[src/rtl/ring_switch_pkg.sv]
// ring_switch_pkg: shared constants and helpers for the N-port ring switch.
//   DEF_*      default parameter values for ring_switch_n
//   MAX_PORTS  largest supported port count (width of mask_of's result)
//   mask_of    destination mask carried in the low bits of a packet
//   hops       ring distance from a source node to a destination node
package ring_switch_pkg;

    localparam int DEF_NUM_PORTS = 4;
    localparam int DEF_DATA_W    = 16;
    localparam int DEF_IN_DEPTH  = 4;
    localparam int DEF_OUT_DEPTH = 4;
    localparam int DEF_CNT_W     = 32;
    localparam int MAX_PORTS     = 16;

    // Keeps only the low nports bits; callers pass the packet's low MAX_PORTS bits.
    function automatic logic [MAX_PORTS-1:0] mask_of(input logic [MAX_PORTS-1:0] data,
                                                     input int nports);
        logic [MAX_PORTS-1:0] keep;
        keep = '0;
        for (int i = 0; i < MAX_PORTS; i++) keep[i] = (i < nports);
        return data & keep;
    endfunction

    // Packets travel from node k+1 to node k, so the distance counts downwards.
    function automatic int hops(input int src, input int dst, input int nports);
        return (src - dst + nports) % nports;
    endfunction

endpackage

[src/rtl/ring_switch_n_fifo.sv]
// switch_fifo: single-clock synchronous FIFO used for both ingress and egress queues.
//   clk, reset      clock, asynchronous active-low reset (empties the FIFO)
//   push, push_data write request; ignored while full
//   pop, pop_data   read request; pop_data shows the head combinationally
//   full, empty     status derived from count
//   count           current occupancy (0..DEPTH)
module switch_fifo #(
    parameter int WIDTH = 16,
    parameter int DEPTH = 4
) (
    input  logic                       clk,
    input  logic                       reset,
    input  logic                       push,
    input  logic [WIDTH-1:0]           push_data,
    input  logic                       pop,
    output logic [WIDTH-1:0]           pop_data,
    output logic                       full,
    output logic                       empty,
    output logic [$clog2(DEPTH+1)-1:0] count
);
    localparam int AW = (DEPTH > 1) ? $clog2(DEPTH) : 1;
    localparam int CW = $clog2(DEPTH + 1);

    logic [WIDTH-1:0] mem [DEPTH];
    logic [AW-1:0]    wr_ptr, rd_ptr;
    logic [CW-1:0]    cnt;
    logic             do_push, do_pop;

    assign full     = (cnt == CW'(DEPTH));
    assign empty    = (cnt == '0);
    assign count    = cnt;
    assign do_push  = push && !full;
    assign do_pop   = pop && !empty;
    assign pop_data = mem[rd_ptr];

    always_ff @(posedge clk or negedge reset) begin
        if (!reset) begin
            wr_ptr <= '0;
            rd_ptr <= '0;
            cnt    <= '0;
        end else begin
            if (do_push) wr_ptr <= (wr_ptr == AW'(DEPTH - 1)) ? '0 : wr_ptr + AW'(1);
            if (do_pop)  rd_ptr <= (rd_ptr == AW'(DEPTH - 1)) ? '0 : rd_ptr + AW'(1);
            case ({do_push, do_pop})
                2'b10:   cnt <= cnt + CW'(1);
                2'b01:   cnt <= cnt - CW'(1);
                default: cnt <= cnt;
            endcase
        end
    end

    // Storage needs no reset: occupancy is tracked by the pointers and count.
    always_ff @(posedge clk) begin
        if (do_push) mem[wr_ptr] <= push_data;
    end

endmodule

[src/rtl/ring_switch_n.sv]
// ring_switch_n: N-port unidirectional ring packet switch with multicast.
// Each node owns an input FIFO, a ring slot and an output FIFO. A packet's low
// NUM_PORTS bits are its destination mask; it circulates (node k+1 -> node k)
// until every destination has taken a copy. Ring traffic beats injection.
//   clk, reset        clock, asynchronous active-low reset
//   in_valid/in_data  per-port ingress; port p at in_data[p*DATA_W +: DATA_W]
//   in_suspend        input FIFO p full (combinational)
//   out_valid/out_data registered egress, out_data holds when idle
//   out_suspend       downstream backpressure per port
//   pkts_in/pkts_out/pkts_dropped  statistics counters (wrap)
// Macro RING_SWITCH_STATS_EN builds the counters; otherwise they read 0.
module ring_switch_n
    import ring_switch_pkg::*;
#(
    parameter int NUM_PORTS = DEF_NUM_PORTS,
    parameter int DATA_W    = DEF_DATA_W,
    parameter int IN_DEPTH  = DEF_IN_DEPTH,
    parameter int OUT_DEPTH = DEF_OUT_DEPTH,
    parameter int CNT_W     = DEF_CNT_W
) (
    input  logic                        clk,
    input  logic                        reset,
    input  logic [NUM_PORTS-1:0]        in_valid,
    input  logic [NUM_PORTS*DATA_W-1:0] in_data,
    output logic [NUM_PORTS-1:0]        in_suspend,
    output logic [NUM_PORTS-1:0]        out_valid,
    output logic [NUM_PORTS*DATA_W-1:0] out_data,
    input  logic [NUM_PORTS-1:0]        out_suspend,
    output logic [CNT_W-1:0]            pkts_in,
    output logic [CNT_W-1:0]            pkts_out,
    output logic [CNT_W-1:0]            pkts_dropped
);
    localparam int ICW = $clog2(IN_DEPTH + 1);
    localparam int OCW = $clog2(OUT_DEPTH + 1);

    typedef struct packed {
        logic                 valid;
        logic [DATA_W-1:0]    data;
        logic [NUM_PORTS-1:0] pend;   // destinations still owed a copy
    } slot_t;

    slot_t [NUM_PORTS-1:0]             slot_q, upd, slot_d;
    logic  [NUM_PORTS-1:0][DATA_W-1:0] in_pkt, in_head, out_head, out_q;
    logic  [NUM_PORTS-1:0][ICW-1:0]    in_count;
    logic  [NUM_PORTS-1:0][OCW-1:0]    out_count;
    logic  [NUM_PORTS-1:0]             in_full, in_empty, in_pop, accept;
    logic  [NUM_PORTS-1:0]             out_full, out_empty, out_pop, deliver;
    logic  [NUM_PORTS-1:0]             out_valid_q;
    logic                              unused_fifo;

    assign unused_fifo = ^{in_full, out_count};

    for (genvar p = 0; p < NUM_PORTS; p++) begin : g_port
        localparam int                   NXT = (p + 1) % NUM_PORTS;
        localparam logic [NUM_PORTS-1:0] OWN = NUM_PORTS'(1) << p;

        logic [NUM_PORTS-1:0] pkt_mask, head_mask;
        logic                 fwd;

        // Ingress: full is judged on the occupancy at the start of the cycle.
        assign in_pkt[p]     = in_data[p*DATA_W +: DATA_W];
        assign pkt_mask      = NUM_PORTS'(mask_of(MAX_PORTS'(in_pkt[p]), NUM_PORTS));
        assign head_mask     = NUM_PORTS'(mask_of(MAX_PORTS'(in_head[p]), NUM_PORTS));
        assign in_suspend[p] = (in_count[p] == ICW'(IN_DEPTH));
        assign accept[p]     = in_valid[p] && !in_suspend[p] && (pkt_mask != '0);

        // Delivery at this node; a blocked copy keeps its bit and goes round again.
        assign deliver[p]    = slot_q[p].valid && slot_q[p].pend[p] && !out_full[p];
        assign upd[p].valid  = slot_q[p].valid;
        assign upd[p].data   = slot_q[p].data;
        assign upd[p].pend   = deliver[p] ? (slot_q[p].pend & ~OWN) : slot_q[p].pend;

        // Shift: a packet still owed copies wins over a new injection.
        assign fwd       = upd[NXT].valid && (upd[NXT].pend != '0);
        assign in_pop[p] = !fwd && !in_empty[p];
        assign slot_d[p] = fwd       ? upd[NXT]
                         : in_pop[p] ? slot_t'{1'b1, in_head[p], head_mask}
                         :             slot_t'('0);

        assign out_pop[p] = !out_empty[p] && !out_suspend[p];
        assign out_data[p*DATA_W +: DATA_W] = out_q[p];

        switch_fifo #(.WIDTH(DATA_W), .DEPTH(IN_DEPTH)) u_in_fifo (
            .clk       (clk),
            .reset     (reset),
            .push      (accept[p]),
            .push_data (in_pkt[p]),
            .pop       (in_pop[p]),
            .pop_data  (in_head[p]),
            .full      (in_full[p]),
            .empty     (in_empty[p]),
            .count     (in_count[p])
        );

        switch_fifo #(.WIDTH(DATA_W), .DEPTH(OUT_DEPTH)) u_out_fifo (
            .clk       (clk),
            .reset     (reset),
            .push      (deliver[p]),
            .push_data (slot_q[p].data),
            .pop       (out_pop[p]),
            .pop_data  (out_head[p]),
            .full      (out_full[p]),
            .empty     (out_empty[p]),
            .count     (out_count[p])
        );
    end

    always_ff @(posedge clk or negedge reset) begin
        if (!reset) begin
            slot_q      <= '0;
            out_valid_q <= '0;
            out_q       <= '0;
        end else begin
            slot_q      <= slot_d;
            out_valid_q <= out_pop;
            for (int p = 0; p < NUM_PORTS; p++) begin
                if (out_pop[p]) out_q[p] <= out_head[p];
            end
        end
    end

    assign out_valid = out_valid_q;

`ifdef RING_SWITCH_STATS_EN
    localparam int SW = $clog2(NUM_PORTS + 1);

    logic [SW-1:0]    n_in, n_out, n_drop;
    logic [CNT_W-1:0] cnt_in, cnt_out, cnt_drop;

    // Several ports can accept, drop or deliver in the same cycle.
    always_comb begin
        n_in   = '0;
        n_out  = '0;
        n_drop = '0;
        for (int p = 0; p < NUM_PORTS; p++) begin
            n_in   = n_in   + SW'(accept[p]);
            n_out  = n_out  + SW'(out_pop[p]);
            n_drop = n_drop + SW'(in_valid[p] && !accept[p]);
        end
    end

    always_ff @(posedge clk or negedge reset) begin
        if (!reset) begin
            cnt_in   <= '0;
            cnt_out  <= '0;
            cnt_drop <= '0;
        end else begin
            cnt_in   <= cnt_in   + CNT_W'(n_in);
            cnt_out  <= cnt_out  + CNT_W'(n_out);
            cnt_drop <= cnt_drop + CNT_W'(n_drop);
        end
    end

    assign pkts_in      = cnt_in;
    assign pkts_out     = cnt_out;
    assign pkts_dropped = cnt_drop;
`else
    assign pkts_in      = '0;
    assign pkts_out     = '0;
    assign pkts_dropped = '0;
`endif

endmodule
[config.mk]
export PLATFORM = sky130hd
export DESIGN_NAME = ring_switch_n
export DESIGN_NICKNAME = d
export VERILOG_FILES = /design/src/rtl/ring_switch_pkg.sv /design/src/rtl/ring_switch_n_fifo.sv /design/src/rtl/ring_switch_n.sv
export SDC_FILE = /design/constraint.sdc
export NUM_CORES = 1
export LEC_CHECK = 0
export CORE_MARGIN = 2
export CORE_UTILIZATION = 60
export CTS_CLUSTER_SIZE = 40
export DETAILED_ROUTE_END_ITERATION = 10
export PLACE_DENSITY_LB_ADDON = 0.3
export SYNTH_ARGS = -nofsm -noshare
export SYNTH_HDL_FRONTEND = slang
export SYNTH_SLANG_ARGS = --single-unit
[constraint.sdc]
create_clock -name clk -period 4.3 [get_ports clk]
set_clock_uncertainty 0.1 [all_clocks]
set_input_delay 0.43 -clock clk [delete_from_list [all_inputs] [get_ports clk]]
set_output_delay 0.43 -clock clk [all_outputs]
set_load 0.005 [all_outputs]
# After elaboration in Yosys (flattened, before gate mapping)
# Memory sizes are Yosys's and may differ from the RTL's. A register that Yosys moved wholly into a read port is not among the register bits.
# Cells that the tools add are included.
dict set report word_totals {
  input_bits 74
  word_cells 265
  mem_count 8
  output_inout_bits 168
  ramBits 512
  register_bits 144
}
dict set report classes {
  n_reduce_logical 96
  n_mux 52
  n_eq_ne 40
  add_sub_neg 32
}
# name depth word_bits rd rd_clocked_by_memory_dff write_ports line_no
set mem_list {}
lappend mem_list {{g_port[0].u_in_fifo.mem} 4 16 1 0 1 ring_switch_n_fifo.sv:24} ;# logic [WIDTH-1:0] mem [DEPTH];
lappend mem_list {{g_port[0].u_out_fifo.mem} 4 16 1 1 1 ring_switch_n_fifo.sv:24}
lappend mem_list {{g_port[1].u_in_fifo.mem} 4 16 1 0 1 ring_switch_n_fifo.sv:24}
lappend mem_list {{g_port[1].u_out_fifo.mem} 4 16 1 1 1 ring_switch_n_fifo.sv:24}
lappend mem_list {{g_port[2].u_in_fifo.mem} 4 16 1 0 1 ring_switch_n_fifo.sv:24}
lappend mem_list {{g_port[2].u_out_fifo.mem} 4 16 1 1 1 ring_switch_n_fifo.sv:24}
lappend mem_list {{+2 memories} -- -- -- -- -- --}
# op n
set op_table {}
lappend op_table {{$mux W21} 8}
lappend op_table {{$eq A2 B2 Y1 const B} 24}
lappend op_table {{$pmux W3 S2} 8}
lappend op_table {{$logic_and A1 B1 Y1} 44}
lappend op_table {{$mux W2} 17}
lappend op_table {{$add A2 B1 Y2 const B} 16}
lappend op_table {{$reduce_bool A4 Y1} 8}
lappend op_table {{$logic_not A1 Y1} 28}
lappend op_table {{$add A3 B1 Y3 const B} 8}
lappend op_table {{$eq A3 B3 Y1 const B} 8}
lappend op_table {{$logic_not A3 Y1} 8}
lappend op_table {{$sub A3 B1 Y3 const B} 8}
lappend op_table {{$mux W1} 17}
lappend op_table {{$eq A2 B1 Y1 const B} 8}
lappend op_table {{$reduce_bool A2 Y1} 8}
lappend op_table {{$mux W4} 1}
lappend op_table {{$mux W3} 1}

# Depth between registers and ports, before layout
# Gate-level depths: netlist of run 1.
dict set report depth {
  depth_word 11
  ltp_mapped 9
  depth_no_buf 9
}

# Cells and area by module
# Synthesis of run 1 repeated with hierarchy kept, for this count alone.
dict set report hier_totals {
  cells_unflattened 1501
  hier_area_um2 29216.8
}
# mod area_per_inst_um2 n_inst cells_each seq_area_each_um2
set by_module_without_submodules {}
lappend by_module_without_submodules {switch_fifo 2800.2 8 124 2097.0}
lappend by_module_without_submodules {ring_switch_n 6815.3 1 509 3803.6}

# Worst setup path after synthesis of run 1
# OpenSTA, ideal clock, no wires.
dict set report synth_path {
  path_kind {register -> register}
  from {reg slot_q[1] in the netlist's numbering}
  to {reg g_port[3].u_in_fifo.cnt[2]}
  slack_ns 2.065
  stages_incl_launch_ff 10
  setup_time_ns 0.079
  t_arrival_ns 2.056
  n_path_buf 0
  path_cell_list {dfrtp_1 > o31a_1 > a211o_1 > inv_1 > ha_1 > inv_1 > fa_1 > xor2_1 > nor2_1 > xor2_1}
}
dict set report synth_between {
  elab_chain_len 7
}
# element line_no
set synth_rtl {}
lappend synth_rtl {{from (decl)} ring_switch_n.sv:42} ;# slot_t [NUM_PORTS-1:0] slot_q, upd, slot_d;
lappend synth_rtl {{from (signal assigned)} ring_switch_n.sv:114} ;# slot_q <= slot_d;
lappend synth_rtl {{$reduce_bool A4 Y1 (*)} ring_switch_n.sv:74} ;# assign fwd = upd[NXT].valid && (upd[NXT].pend != '0);
lappend synth_rtl {{$logic_and A1 B1 Y1 (*)} ring_switch_n.sv:74}
lappend synth_rtl {{$logic_not A1 Y1 (*)} ring_switch_n.sv:75} ;# assign in_pop[p] = !fwd && !in_empty[p];
lappend synth_rtl {{$logic_and A1 B1 Y1 (*)} ring_switch_n.sv:75}
lappend synth_rtl {{$logic_and A1 B1 Y1 (*)} ring_switch_n_fifo.sv:33} ;# assign do_pop = pop && !empty;
lappend synth_rtl {{named net g_port[3].u_in_fifo.do_pop} ring_switch_n_fifo.sv:27} ;# logic do_push, do_pop;
lappend synth_rtl {{$eq A2 B1 Y1 / $eq A2 B2 Y1 (equally long branches)} ring_switch_n_fifo.sv:44} ;# case ({do_push, do_pop})
lappend synth_rtl {{$pmux W3 S2 / $reduce_bool A2 Y1 (equally long branches)} --}
lappend synth_rtl {{to (signal assigned)} ring_switch_n_fifo.sv:45} ;# 2'b10: cnt <= cnt + CW'(1);
lappend synth_rtl {{to (signal assigned)} ring_switch_n_fifo.sv:46} ;# 2'b01: cnt <= cnt - CW'(1);
lappend synth_rtl {{to (signal assigned)} ring_switch_n_fifo.sv:47} ;# default: cnt <= cnt;
lappend synth_rtl {{to (decl)} ring_switch_n_fifo.sv:26} ;# logic [CW-1:0] cnt;
# Mark *: on every way through the listed nets, which the timed path passes. The rest lies on a longest branch.
# A chain may end at the register's enable or synchronous reset.

# Worst setup path after layout of run 1
dict set report layout_path {
  from {reg g_port[3].u_out_fifo.cnt[1]}
  to {reg g_port[3].u_out_fifo.cnt[2]}
}
dict set report layout_between {
  elab_chain_len 6
}
# element line_no
set layout_rtl {}
lappend layout_rtl {{from (decl)} ring_switch_n_fifo.sv:26}
lappend layout_rtl {{from (signal assigned)} ring_switch_n_fifo.sv:45}
lappend layout_rtl {{from (signal assigned)} ring_switch_n_fifo.sv:46}
lappend layout_rtl {{from (signal assigned)} ring_switch_n_fifo.sv:47}
lappend layout_rtl {{$eq A3 B3 Y1 / $logic_not A3 Y1 (equally long branches)} {ring_switch_n_fifo.sv:29, ring_switch_n_fifo.sv:30}}
lappend layout_rtl {{$logic_not A1 Y1, on equally long branches} --}
lappend layout_rtl {{$logic_and A1 B1 Y1, on equally long branches} {ring_switch_n.sv:68, ring_switch_n.sv:80}}
lappend layout_rtl {{$logic_and A1 B1 Y1, on equally long branches} {ring_switch_n_fifo.sv:32, ring_switch_n_fifo.sv:33}}
lappend layout_rtl {{$eq A2 B1 Y1 / $eq A2 B2 Y1 (equally long branches)} ring_switch_n_fifo.sv:44}
lappend layout_rtl {{$pmux W3 S2 / $reduce_bool A2 Y1 (equally long branches)} --}
# Several ways; a longest one is shown, not always the timed one.

==> results.md, run 1 <==
- Core Area: 0.0478 mm^2
- Detailed Route Iter0 Violations: 1,062
- CP required: 4.72 ns
- CTS Sinks: 720
- Ranking of synthesized cells by area: edfxtp_1 53%, dfrtp_1 18%, mux4_2 7.4%
- CP Max Fanout: 7
- Die area: 0.0503 mm^2
- Max cap viols: 0
- Leakage power: 12.6 nW
- Dpl ws: 1.37 ns
- Ys async rst share: 0.289
- Total GRT Usage: 0.229
- HPWL Detailed: 36,700 um
- Min Hold Slack: 0.316 ns
- Largest net degree at the start of global routing: 92
- Detailed Routing Iterations Pass 1: 5
- Share of cells above drive strength 1: 0.173
- Worst-path clk slew: 0.06 ns
- Power, Total: 0.0259 W
- IO Pins: 242
- Wire per inst: 23.4 um
- Root buffer cell: clkbuf_16
- # port buffers: 145
- Worst Hold Class: input port to asynchronous set/reset pin
- Syn Inst Count: 1,559
- Antenna diode count: 0
- Slowest library cell on the worst path: nor3b_2
- Crit path launch type: register
- Initial core utilization: 0.608
- Vias after detailed routing: 13,700
- Share of the yosys chip area belonging to registers: 0.707
- Final number of max-transition violations: 0
- Yosys reg bits: 720
- Syn avg cell area: 18.7 um^2
- First-pass GRT wire length: 84,700 um
- Yosys top cell area share: 0.528
- H-tree Lvls: 3
- Status: completed
- Fmax: 372 MHz
- Tightest Pin Transition: 1.10 ns
- Cell Rows: 80
- CTS buffer count: 72
- CP peak stage delay: 0.54 ns
- Post-CTS Setup Bufs: 0
- Setup TNS: 0 ns
- Setup ws final: 1.61 ns
- Most used DFF post-synth: edfxtp_1
- GR Overflow Total: 0
- Critical Path AT: 3.11 ns
- Number of synthesized flops with an enable pin: 512
- Synth cell count leaders: 512 x edfxtp_1, 208 x dfrtp_1, 110 x inv_1
- Post-Syn Area: 0.0291 mm^2
- Fin crit period: 2.69 ns
- Drt drc: 0
- ANT nets after route: 0
- Clock Latency Late Sink: 0.61 ns
- Synth area leader: edfxtp_1
- Clk buf depth: 3
- Period Utilization, post-route: 0.625
- CP cell instances: nor3b_2, nor2_1, inv_1, ha_1, inv_1, fa_1, xor2_1, nor2_1, xor2_1
- Setup violators final: 0
- Setup crit end kind: register
- Post-detailed-routing wire length: 56,300 um
- Final hold violation count: 0
- Fillcell total: 2,964
- Die W: 224 um
- TritonCTS clock tree: built
- Antenna violations before repair: 0
- RSZ-0062 raised after global routing: false
- Die Ht: 224 um
- Via/cell ratio: 5.68
- Slew HR: 0.267
- Final net count: 1,860
- Syn-to-layout area delta: 13.3%
- YS warnings: 0
- Crit path kind: register to register
- Count leader, synth: edfxtp_1
- Vias in the first global route: 14,000
- VDD IR-drop max: 424 uV
- Routability cong.: 0.794
- PwrDens: 786 mW/mm^2
- Unique masters post-synth: 36
## area by class of cell
type / instances / area (um^2) / area share
timing repair buffer: 154 / 1530 / 0.0463
sequential: 720 / 20600 / 0.624
inverter: 110 / 413 / 0.0125
tap: 615 / 769 / 0.0233
multi-input combinational: 672 / 7360 / 0.223
clock inverter: 33 / 367 / 0.0111
clock buffer: 101 / 1980 / 0.0601
## worst paths after layout
kind	from	to	slack, ns	cells past startpoint
setup reg to reg	g_port[3].u_out_fifo.count[1]	g_port[3].u_out_fifo.count[2]	1.61	9
max in group asynchronous	reset	g_port[3].u_in_fifo.rd_ptr[0]	2.65	3
setup / recovery	g_port[3].u_out_fifo.count[1]	g_port[3].u_out_fifo.count[2]	1.61	9
hold reg to reg	g_port[2].u_out_fifo.count[2]	g_port[2].u_out_fifo.count[2]	0.40	1
min in group clk	in_data[38]	g_port[2].u_in_fifo.mem[2][6]	0.36	1
hold / removal	reset	out_valid[0]	0.32	2
## sequential cells by signal, indices dropped and copies added (netlist names)
register,cells
slot_q,84
out_valid,4
g_port.u_out_fifo.count,12
g_port.u_out_fifo.mem,256
g_port.u_out_fifo.wr_ptr,8
g_port.u_in_fifo.wr_ptr,8
g_port.u_in_fifo.count,12
g_port.u_out_fifo.rd_ptr,8
g_port.u_in_fifo.rd_ptr,8
out_data,64
g_port.u_in_fifo.mem,256
## metrics by stage
step                utilization  cell area [um^2]  cells
detailed placement        0.640             30600   2270
floorplan                     -             29500   1654
finish                    0.690             33000   2405
global route              0.690             33000   2405
CTS                       0.690             33000   2405
global placement          0.640             30600   2270
## per-layer routing
| metal | wire length, um | share of wire | vias up | global-route usage |
|---|---|---|---|---|
| met5 | 0 | 0 | - | 0 |
| met4 | 1530 | 0.027 | 0 | 0.0786 |
| met3 | 3590 | 0.064 | 88 | 0.0487 |
| met2 | 27800 | 0.49 | 454 | 0.368 |
| met1 | 23400 | 0.42 | 7102 | 0.316 |
| li1 | - | - | 6015 | - |
## cell families after synthesis
logic type,synth area share
flops,0.707
compound gates,0.0103
simple gates,0.0284
mux,0.168
other cells,0.000129
fa+ha+maj,0.0261
xor+xnor,0.00722
buf+inv,0.0530
## power by group
part | switching (W) | leakage [nW] | total (W) | internal (W)
Sequential | 0.00206 | 7.16 | 0.0123 | 0.0102
Combinational | 0.00356 | 4.25 | 0.00750 | 0.00394
Clock | 0.00256 | 1.14 | 0.00617 | 0.00361
Total | 0.00818 | 12.6 | 0.0259 | 0.0178
## critical path: cells and delay by family, from the launching register on
family	cells	cell delay, ns
buffers and inverters	2	0.22
xor gates and xnor gates	2	0.31
adders and majority gates	2	0.63
DFF	1	0.43
and+or+nand+nor	3	0.93
## placed cells by master, fill, tap and decap left out, drive strengths merged
master and n:
a211o 4, a21oi 4, a32o 12, and2 36, buf 9, bufinv 6
clkbuf 101, clkdlybuf4s50 144, clkinv 23, clkinvlp 1, conb 96, dfrtp 208
dlygate4sd3 1, edfxtp 512, fa 8, ha 48, inv 113, mux2 98
mux2i 66, mux4 128, nand2 76, nor2 36, nor3 8, nor3b 8
o21ai 4, o2bb2ai 4, o31a 4, o41ai 4, or3 4, xnor2 10
xor2 14
## repair_timing
action / 4_1_cts / 5_1_grt
resized for setup: 0 / 0
hold buffers: 1 / 0
hold endpoints to repair: 87 / 0
Power figures use the tool's default switching activity.
==> run 2: changes to the inputs <==
Settings changed: CORE_UTILIZATION 60 to 52.
Clock period 4.3 ns to 2.2 ns, I/O delays scaled along.
==> run 2 against run 1 <==
Net effect:
- the flow now finishes with violations (setup timing)
- global-route usage decreased by 2.2 points
- cell count increased by 11%
- die area increased by 15%
- clock power increased by 110%
- fmax increased by 21%
- first-iteration DRC count decreased by 3.7%
- wire length increased by 3.5%
- critical path depth unchanged
- combinational power increased by 140%
- setup slack got worse by 1.6 ns
- flip-flop and latch count unchanged
- highest routed layer unchanged
==> results.md, run 2 (synthesis results as in run 1) <==
- Post-detailed-routing wire length: 58,300 um
- Fin crit period: 2.23 ns
- CP required: 2.62 ns
- Final hold violation count: 0
- Commonest non-fill, non-tap cells in the layout: 512 x edfxtp_1, 203 x dfrtp_1, 141 x clkdlybuf4s50_1
- VDD IR-drop max: 682 uV
- # port buffers: 145
- Die area: 0.0579 mm^2
- Worst-path clk slew: 0.06 ns
- CTS Sinks: 720
- Detailed Route Iter0 Violations: 1,023
- Setup violators final: 2
- Setup ws final: -0.0252 ns
- PwrDens: 1540 mW/mm^2
- Wire per inst: 21.8 um
- Fillcell total: 3,812
- Failing checks: setup timing
- Antenna diode count: 0
- First-pass GRT wire length: 88,100 um
- DP Cell Count: 2,524
- Total GRT Usage: 0.206
- ANT nets after route: 0
- GR Overflow Total: 0
- Commonest non-fill, non-tap cell in the layout: edfxtp_1
- Initial core utilization: 0.527
- Die W: 241 um
- Via/cell ratio: 5.27
- HPWL Detailed: 39,700 um
- Largest net degree at the start of global routing: 65
- IO Pins: 242
- Worst Hold Class: input port to asynchronous set/reset pin
- Share of cells above drive strength 1: 0.260
- Antenna violations before repair: 1
- Final number of max-transition violations: 0
- Cell Rows: 86
- Clock Latency Late Sink: 0.59 ns
- Final std cells w/o fill: 2,679
- Fmax: 449 MHz
- Slew HR: 0.440
- Root buffer cell: clkbuf_16
- Clk buf depth: 3
- Vias in the first global route: 14,700
- Setup crit end kind: register
- Crit path launch type: register
- TritonCTS clock tree: built
- Tightest Pin Transition: 0.840 ns
- Detailed Routing Iterations Pass 1: 5
- CP Max Fanout: 2
- CTS buffer count: 72
- Max cap viols: 0
- H-tree Lvls: 3
- Vias after detailed routing: 14,100
- Crit path kind: register to register
- Final net count: 2,001
- Die Ht: 241 um
- Power, Total: 0.0538 W
- Largest registers: g_port.u_in_fifo.mem: 256 flops, g_port.u_out_fifo.mem: 256 flops, slot_q: 84 flops
- Critical Path AT: 2.65 ns
- Syn-to-layout area delta: 19.7%
- Period Utilization, post-route: 1.01
- Routability cong.: 0.781
- Core Area: 0.0552 mm^2
- Leakage power: 13.5 nW
- Drt drc: 0
- RSZ-0062 raised after global routing: true
- Status: finished with violations
## run 2: final timing paths
| check | slack (ns) | cells after the start | to | start |
|---|---|---|---|---|
| setup / recovery | -0.03 | 9 | g_port[2].u_in_fifo.count[2] | slot_q[65] |
| hold / removal | 0.02 | 2 | g_port[3].u_in_fifo.wr_ptr[0] | reset |
| setup reg to reg | -0.03 | 9 | g_port[2].u_in_fifo.count[2] | slot_q[65] |
| hold reg to reg | 0.41 | 1 | out_data[48] | out_data[48] |
| max in group asynchronous | 1.26 | 3 | g_port[2].u_out_fifo.count[1] | reset |
| min in group clk | 0.16 | 1 | g_port[2].u_in_fifo.mem[1][10] | in_data[42] |
## run 2: through the flow
step	area [um^2]	hold WS [ns]	util	setup WS (ns)	TNS (ns)
CTS	34700	0.0202	0.628	-0.0333	-0.0333
global placement	32000	0.0472	0.580	-0.263	-0.531
global route	34900	0.0404	0.631	-0.130	-0.336
detailed placement	32000	0.0542	0.580	-0.274	-0.886
finish	34900	0.0151	0.631	-0.0252	-0.0436
floorplan	29500	-0.176	-	0.00650	0
## run 2: layer usage
| layer | up-vias | track usage | share of wire |
|---|---|---|---|
| li1 | 6292 | - | - |
| met1 | 7359 | 0.280 | 0.42 |
| met4 | 0 | 0.0698 | 0.026 |
| met2 | 368 | 0.345 | 0.51 |
| met3 | 89 | 0.0311 | 0.044 |
| met5 | - | 0 | 0 |
## run 2: layout make-up
| class | instances | area (um^2) | area share |
|---|---|---|---|
| clock buffers | 96 | 2100 | 0.0602 |
| clock inverters | 38 | 425 | 0.0122 |
| inverters | 110 | 413 | 0.0118 |
| multi-input cells | 672 | 7480 | 0.215 |
| flip-flops and latches | 720 | 20600 | 0.591 |
| well taps | 748 | 936 | 0.0269 |
| repair buffers | 295 | 2910 | 0.0836 |
## run 2: timing repair
action	CTS	global route
setup buffers	9	12
setup endpoints to repair	10	14
gates resized for setup	17	27
pin swaps	13	23
endpoints found under the hold margin	208	0
hold buffers	1	0
## run 2: critical path, stage by stage, from the launching register on
cell and delay [ns]:
dfrtp_1 0.39, o31a_1 0.33, a211o_1 0.30, inv_1 0.09, ha_2 0.18, inv_2 0.04
fa_2 0.33, xor2_1 0.14, nor2_1 0.13, xor2_1 0.14
## run 2: power breakdown
group	leakage (nW)	total, W	internal (W)	switching [W]
logic	5.10	0.0180	0.00954	0.00850
registers	7.16	0.0230	0.0199	0.00307
clock network	1.25	0.0128	0.00779	0.00502
total	13.5	0.0538	0.0373	0.0166
==> run 3: changes to the inputs <==
Settings changed: CORE_MARGIN 2 to not set, SLEW_MARGIN set to 20.
==> run 3 against run 2 <==
Net effect:
- the flow still finishes with violations (setup timing)
- cell area decreased by 0.24%
- global-route usage decreased by 0.31 points
- wire length decreased by 2.4%
- cell count decreased by 0.37%
- non-clock buffer count decreased by 10
- power decreased by 0.97%
- combinational power about the same
==> results.md, run 3 (synthesis results as in run 1) <==
- Status: finished with violations
- Failing checks: setup timing
- Period Utilization, post-route: 1.00
- PwrDens: 1530 mW/mm^2
- Detailed Route Iter0 Violations: 893
- Die W: 239 um
- Routability cong.: 0.788
- Core Area: 0.0552 mm^2
- Share of cells above drive strength 1: 0.256
- Setup ws final: -0.000161 ns
- Fin crit period: 2.20 ns
- Fmax: 455 MHz
- Tightest Pin Transition: 0.832 ns
- Worst R2R End: g_port[2].u_in_fifo.count[2]
- Setup crit end kind: register
- CP required: 2.62 ns
- Die area: 0.0569 mm^2
- First-pass GRT wire length: 85,300 um
- Die Ht: 239 um
- Worst-path clk slew: 0.06 ns
- RSZ-0062 raised after global routing: true
- Final number of max-transition violations: 0
- Cell Rows: 86
- Clk buf depth: 3
- Worst r2r path cells: 9
- Slew HR: 0.445
- RR Startpoint: slot_q[63]
- Antenna violations before repair: 0
- CP delay by family, top: compound AO/OA/AOI/OAI gates
- CP peak stage delay: 0.38 ns
- Critical Path AT: 2.62 ns
- Drt drc: 0
- Detailed Routing Iterations Pass 1: 5
- CTS Sinks: 720
- Crit path kind: register to register
- Syn-to-layout area delta: 19.4%
- Antenna diode count: 0
- Leakage power: 13.4 nW
- Total GRT Usage: 0.203
- Min Hold Slack: 0.116 ns
- Vias after detailed routing: 13,800
- Final std cells w/o fill: 2,669
- Vias in the first global route: 14,300
- Setup violators final: 1
- Root buffer cell: clkbuf_16
- Dpl ws: -0.316 ns
- Largest registers: g_port.u_in_fifo.mem: 256 flops, g_port.u_out_fifo.mem: 256 flops, slot_q: 84 flops
- Initial core utilization: 0.527
- TritonCTS clock tree: built
- Commonest non-fill, non-tap cells in the layout: 512 x edfxtp_1, 205 x dfrtp_1, 140 x clkdlybuf4s50_1
- Via/cell ratio: 5.18
- Wire per inst: 21.3 um
- Clock Latency Late Sink: 0.59 ns
- Largest net degree at the start of global routing: 69
- CTS buffer count: 72
- Worst path bufs/invs: 2
- HPWL Detailed: 38,000 um
- Crit path launch type: register
- Worst Hold Class: input port to asynchronous set/reset pin
- CP cell instances: o31a_1, a211o_1, inv_1, ha_2, inv_2, fa_2, xor2_1, nor2_1, xor2_1
- Final hold violation count: 0
- Reg-to-reg slack, setup: -0.0002 ns
- H-tree Lvls: 3
- CP Max Fanout: 2
- ANT nets after route: 0
- Fillcell total: 3,787
- Final net count: 1,991
- DP Cell Count: 2,509
- # port buffers: 145
- Post-detailed-routing wire length: 56,900 um
- Slowest library cell on the worst path: dfrtp_1
- Max cap viols: 0
- VDD IR-drop max: 617 uV
- Cell mode on critical path: xor2_1
- IO Pins: 242
- Commonest non-fill, non-tap cell in the layout: edfxtp_1
- GR Overflow Total: 0
==> run 3: cell types whose count changed in the layout (fill, tap and decap cells not counted), moves of 3 or more <==
cell | previous run | this run
inv_6 | 3 | 0
clkinvlp_4 | 3 | 7
clkbuf_1 | 10 | 14
buf_12 | 26 | 29
ha_4 | 1 | 4
bufinv_16 | 9 | 5
buf_4 | 123 | 110
==> run 3: what timing repair did <==
action                                 CTS  global route
setup buffers                            8            19
pin swaps                               14            37
hold buffers                             2             0
endpoints found under the hold margin  208             0
setup endpoints to repair                8            45
resized for setup                       13            36
==> run 3: final cells by class <==
type,instances,area (um^2),area share
flip-flops and latches,720,20600,0.592
multi-input cells,672,7500,0.216
repair buffers,285,2880,0.0828
clock buffers,101,2140,0.0615
well taps,748,936,0.0269
inverters,110,413,0.0119
clock inverters,33,317,0.00910
==> run 3: worst max path at each step <==
stage,start,end,slack (ns),cells after the start
3_3_place_gp,in_data[49],g_port[3].u_in_fifo.count[2],-0.34,10
3_5_place_dp,in_data[49],g_port[3].u_in_fifo.count[2],-0.32,10
5_1_grt,slot_q[63],g_port[2].u_in_fifo.count[2],-0.07,9
4_1_cts,g_port[1].u_in_fifo.count[1],in_suspend[1],-0.06,3
6_report,slot_q[63],g_port[2].u_in_fifo.count[2],-0.0002,9
2_1_floorplan,slot_q[1],g_port[3].u_in_fifo.count[2],0.006,9
==> run 3: where the power goes <==
| group | switching (W) | leakage (nW) | internal, W |
|---|---|---|---|
| clock network | 0.00501 | 1.19 | 0.00741 |
| logic | 0.00836 | 5.07 | 0.00952 |
| registers | 0.00308 | 7.16 | 0.0199 |
==> run 3: worst register-to-register path: stages (launching register included) <==
cell	delay, ns
dfrtp_1	0.38
o31a_1	0.31
a211o_1	0.32
inv_1	0.08
ha_2	0.18
inv_2	0.04
fa_2	0.33
xor2_1	0.14
nor2_1	0.11
xor2_1	0.15
==> run 3: per-layer routing <==
layer / wire [um] / track usage / vias up
met5: 0 / 0 / -
met4: 1380 / 0.0703 / 0
met3: 2670 / 0.0349 / 68
met2: 28500 / 0.327 / 342
met1: 24300 / 0.283 / 7160
li1: - / - / 6263
==> run 3: metrics by stage <==
| step | TNS [ns] | instance area [um^2] | total power [W] | util |
|---|---|---|---|---|
| 2_1_floorplan | 0 | 29500 | 0.0331 | - |
| 3_3_place_gp | -0.683 | 32000 | 0.0398 | 0.579 |
| 3_5_place_dp | -0.781 | 32000 | 0.0405 | 0.579 |
| 4_1_cts | -0.174 | 34500 | 0.0533 | 0.626 |
| 5_1_grt | -0.193 | 34800 | 0.0560 | 0.630 |
| 6_report | -0.000161 | 34800 | 0.0533 | 0.630 |
